$ cat src/rtl/delay_line_probe.sv
// delay_line_probe: measures the cycle latency of an external registered delay line.
// Define DELAY_LINE_PROBE_MINMAX_EN to add min/max latency statistics and stats_clr.
module delay_line_probe #(
    parameter int DATA_W    = 8,
    parameter int CNT_W     = 8,
    parameter int FLUSH_CYC = 128,
    parameter int MAX_WAIT  = 255
) (
    input  logic              clock,
    input  logic              reset_n,
    input  logic              start,
    input  logic [DATA_W-1:0] pattern,
    output logic [DATA_W-1:0] tx_data,
    input  logic [DATA_W-1:0] rx_data,
    output logic              busy,
    output logic              done,
    output logic              timeout,
    output logic [CNT_W-1:0]  latency
`ifdef DELAY_LINE_PROBE_MINMAX_EN
    ,
    input  logic              stats_clr,
    output logic [CNT_W-1:0]  min_latency,
    output logic [CNT_W-1:0]  max_latency
`endif
);
    typedef enum logic [1:0] {IDLE, FLUSH, WAIT} state_t;
    state_t state, state_n;
    logic [CNT_W-1:0] cnt, cnt_n, latency_n;
    logic [DATA_W-1:0] pattern_q, pattern_n, tx_n;
    logic busy_n, done_n, timeout_n;
    logic flush_end, match, expired;
    assign flush_end = cnt == CNT_W'(FLUSH_CYC - 1);
    assign match     = rx_data == pattern_q;
    assign expired   = cnt == CNT_W'(MAX_WAIT);
    always_ff @(posedge clock or negedge reset_n) begin
        if (!reset_n) state <= IDLE;
        else          state <= state_n;
    end
    always_comb begin
        state_n = (state == IDLE  && start)              ? FLUSH :
                  (state == FLUSH && flush_end)          ? WAIT  :
                  (state == WAIT  && (match || expired)) ? IDLE  : state;
    end
    // Match is tested before expiry so a word arriving on the last count still counts.
    always_comb begin
        tx_n      = tx_data;
        cnt_n     = cnt;
        pattern_n = pattern_q;
        busy_n    = busy;
        done_n    = done;
        timeout_n = timeout;
        latency_n = latency;
        case (state)
            IDLE: if (start) begin
                pattern_n = pattern;
                tx_n      = ~pattern;
                cnt_n     = '0;
                done_n    = 1'b0;
                timeout_n = 1'b0;
                busy_n    = 1'b1;
            end
            FLUSH: begin
                tx_n  = flush_end ? pattern_q : ~pattern_q;
                cnt_n = flush_end ? '0 : cnt + CNT_W'(1);
            end
            WAIT: begin
                tx_n = ~pattern_q;
                if (match) begin
                    latency_n = cnt;
                    done_n    = 1'b1;
                    busy_n    = 1'b0;
                    tx_n      = '0;
                end else if (expired) begin
                    latency_n = CNT_W'(MAX_WAIT);
                    timeout_n = 1'b1;
                    busy_n    = 1'b0;
                    tx_n      = '0;
                end else begin
                    cnt_n = cnt + CNT_W'(1);
                end
            end
            default: ;
        endcase
    end
    always_ff @(posedge clock or negedge reset_n) begin
        if (!reset_n) begin
            tx_data   <= '0;
            cnt       <= '0;
            pattern_q <= '0;
            busy      <= 1'b0;
            done      <= 1'b0;
            timeout   <= 1'b0;
            latency   <= '0;
        end else begin
            tx_data   <= tx_n;
            cnt       <= cnt_n;
            pattern_q <= pattern_n;
            busy      <= busy_n;
            done      <= done_n;
            timeout   <= timeout_n;
            latency   <= latency_n;
        end
    end
`ifdef DELAY_LINE_PROBE_MINMAX_EN
    always_ff @(posedge clock or negedge reset_n) begin
        if (!reset_n || stats_clr) begin
            min_latency <= '1;
            max_latency <= '0;
        end else if (state == WAIT && match) begin
            min_latency <= (cnt < min_latency) ? cnt : min_latency;
            max_latency <= (cnt > max_latency) ? cnt : max_latency;
        end
    end
`endif
endmodule

$ cat config.mk
export PLATFORM = sky130hd
export DESIGN_NAME = delay_line_probe
export DESIGN_NICKNAME = d
export VERILOG_FILES = /design/src/rtl/delay_line_probe.sv
export SDC_FILE = /design/constraint.sdc
export NUM_CORES = 1
export LEC_CHECK = 0
export CAP_MARGIN = 30
export CORE_MARGIN = 2
export CORE_UTILIZATION = 47
export DETAILED_ROUTE_END_ITERATION = 12
export GPL_ROUTABILITY_DRIVEN = 0
export HOLD_SLACK_MARGIN = 0.05
export MAX_ROUTING_LAYER = met4
export PLACE_DENSITY_LB_ADDON = 0.12
export RECOVER_POWER = 25
export SLEW_MARGIN = 30
export SYNTH_ARGS = -nofsm -noshare
export SYNTH_HDL_FRONTEND = slang
export SYNTH_SLANG_ARGS = --single-unit
export TNS_END_PERCENT = 50
$ cat constraint.sdc
create_clock -name clock -period 1.7 [get_ports clock]
set_input_delay 0.34 -clock clock [delete_from_list [all_inputs] [get_ports clock]]
set_output_delay 0.34 -clock clock [all_outputs]
set_load 0.01 [all_outputs]
==> impl_metrics.csv <==
group,metric,value,unit
run_status,status,"complete, but fails checks",
run_status,failed_checks,"setup timing",
floorplan,die_w,69.69,µm
clock_network,numCtsBuffers,5,
critical_path,endpoint_kind,"flip-flop",
drt,vias_per_cell,6.594,
drt,drtPass1Iterations,6,
sta,relSlewSlack,36.68,%
sta,min_period,1.864,ns
floorplan,die_h,69.69,µm
final_layout,final_nets,323,
drt,vias,2308,
critical_path,rr_endpoint,"cnt[0]",
critical_path,ff2ff_path_depth,6,
sta,whs,0.2550,ns
synth,ys_top_cells_by_count,"dfrtp_1 (37), nand2_1 (20), o21ai_0 (12), nor2_1 (10), nor3_1 (10)",
floorplan,dieArea,0.004857,mm²
sta,rsz0062_at_grt,"yes",
drt,drc,0,
sta,tns,-1.641,ns
final_layout,final_cells,350,
critical_path,start_kind,"flip-flop",
final_layout,regArea,925.9,µm²
final_layout,multi_input_comb_area,0.001355,mm²
floorplan,ios,38,
power,power_density,544.4,mW/mm²
global_route,grt_usage,30.05,%
place,dp_hpwl,4427,µm
run,cap_viol_max_count,0,
clock_network,cts_tree,"yes",
critical_path,cp.arrival,2.03,ns
sta,fmax,536.4,MHz
critical_path,crit_type,"flip-flop to flip-flop",
power,vdd_ir_drop_max,441.5,µV
final_layout,drive_above_1_share,44.00,%
synth,synth_nets,223,
drt,postRouteAntennaNets,0,
synth,syn_inst,199,
clock_network,numClockSinks,37,
floorplan,rows,23,
floorplan,core_area,0.004086,mm²
place,placed_cell_area,0.002795,mm²
global_route,antenna_found_initial,0,
final_layout,final.fill_count,216,
synth,synth_edf_count,0,
sta,worst_slew_pin_slew,0.9498,ns
sta,fin_skew,0.01501,ns
clock_network,root_buffer,"clkbuf_8",
clock_network,cts_max_level,2,
sta,fin_crit_sh,109.7,%
synth,syn-cell-area,0.002028,mm²
final_layout,design_area,0.003337,mm²
final_layout,num_antenna_cells,0,
sta,report.final.hold_viol_count,0,
place,numPortBuffers,37,
sta,setup_slack,-0.1643,ns
synth,postSynthAreaPerCell,10.19,µm²
synth,ys.flop_type,"dfrtp_1",
critical_path,slowest_stage,"dfrtp_1",
min_path,hp-class,"input port to async pin",
synth,synth_area_leaders,"dfrtp_1 (46%), mux2_2 (4.4%), a221o_1 (3.9%), nand2_1 (3.7%), o22a_1 (3.5%)",
drt,drt_iter0_drc,297,
synth,yosys_warnings,0,
sta,finalMaxSlewViolations,0,
floorplan,initial_core_util,49.63,%
critical_path,reg2reg_from,"cnt[4]",
place,dp.cells,326,
clock_network,clock_path_buffers,2,
critical_path,path_cells,"nand3_1 -> o31ai_4 -> buf_4 -> nor4_4 -> a311oi_2 -> a31oi_1",
synth,synth-seq-cells,37,
global_route,gr-total-overflow,0,
power,leakage,1.479,nW
global_route,grt_start_max_net_pins,38,
global_route,first_global_vias,2272,
synth,synth_most_common_cell,"dfrtp_1",
synth,ys_types,42,
sta,setup_viol,25,
synth,synth.yosys.seq_area_share,45.65,%
critical_path,worstPathRequired,1.87,ns
global_route,grt_pass1_wl,11070,µm
place,place_ws,-0.5732,ns
clock_network,clk_latency,0.30,ns
drt,wl_per_cell,22.55,µm
critical_path,r2r_slack,-0.16,ns
clock_network,ctsHoldBuffers,0,
final_layout,area_growth_syn_to_layout,64.53,%
critical_path,slowest_delay,0.42,ns
synth,yosysTopAreaCellShare,45.65,%
clock_network,path_clk_slew,0.08,ns
synth,synth_area_leader_cell,"dfrtp_1",
synth,async_flop_share,100.0,%
drt,routed_wl,7892,µm
critical_path,cp_max_fo,4,
where the power goes:
part | leakage (nW) | internal [W] | total (W) | switching (W)
Combinational | 0.946 | 0.000126 | 0.000262 | 0.000136
Sequential | 0.488 | 0.000909 | 0.000940 | 0.0000309
Clock | 0.0450 | 0.000284 | 0.000615 | 0.000331
area by class of cell:
cell class	instances	share of cell area (%)
Multi-Input combinational cell	146	40.61
Sequential cell	37	27.75
Timing Repair Buffer	100	26.17
Clock buffer	6	2.175
Tap cell	50	1.875
Inverter	9	1.125
Clock inverter	2	0.3000
worst max path at each step:
stage | startpoint | depth (start not counted) | endpoint
final | cnt[4] | 6 | cnt[0]
after global routing | pattern_q[5] | 9 | timeout
after CTS | pattern_q[0] | 8 | cnt[1]
after detailed placement | rx_data[5] | 7 | cnt[6]
after global placement | rx_data[1] | 7 | latency[3]
after floorplan | state[0] | 8 | tx_data[2]
timing repair:
action                                  CTS  global route
endpoints found under the setup margin   29            28
setup buffers                             8             7
pin swaps                                20            14
gates resized for setup                  44            34
gates cloned                              0             1
routing by layer:
metal	global-route usage, %	part of all wire, %	vias up
li1	-	-	937
met1	35.94	38	1110
met2	49.36	46	200
met3	6.250	9.6	61
met4	13.03	6.6	0
met5	-	0	-
cells by family after synthesis:
family / after synthesis / share of synthesized area (%)
AND/OR/NAND/NOR: 66 / 17.64
AO/OA/AOI/OAI: 57 / 21.90
flip-flops: 37 / 45.65
buffers and inverters: 17 / 3.331
multiplexers: 9 / 4.935
XOR/XNOR: 8 / 3.455
adder cells (fa/ha/maj): 5 / 3.085
placed cells by master, fill, tap and decap left out, drive strengths merged, types with 2 or more instances in the layout:
| cell | instances |
|---|---|
| clkbuf | 7 |
| nand3 | 9 |
| xor2 | 8 |
| o41ai | 2 |
| nand2 | 20 |
| a311oi | 3 |
| o31ai | 2 |
| nor3 | 11 |
| o21ai | 14 |
| a21oi | 8 |
| o211ai | 3 |
| ha | 5 |
| a221o | 8 |
| inv | 8 |
| mux2 | 8 |
| clkinv | 2 |
| nor4 | 5 |
| nor2 | 12 |
| clkdlybuf4s50 | 28 |
| a31oi | 6 |
| o22a | 8 |
| dlygate4sd2 | 7 |
| buf | 63 |
| nand4 | 2 |
| dfrtp | 37 |
per-stage QoR:
step | util [%] | total power (W)
5_1_grt | 81.66 | 0.001873
3_5_place_dp | 68.40 | 0.001167
6_report | 81.66 | 0.001817
4_1_cts | 75.51 | 0.001768
2_1_floorplan | - | 0.001026
3_3_place_gp | 68.40 | 0.001159
critical path, delay by kind of cell (launching register included):
kind / cells / cell delay (ns)
simple gates: 2 / 0.32
buf+inv: 1 / 0.19
flops: 1 / 0.42
compound gates: 3 / 0.79
registers in the layout, indices dropped and copies added, names as in the netlist:
register	cells
busy	1
cnt	8
done	1
latency	8
pattern_q	8
state	2
timeout	1
tx_data	8
Power figures use the tool's default switching activity.
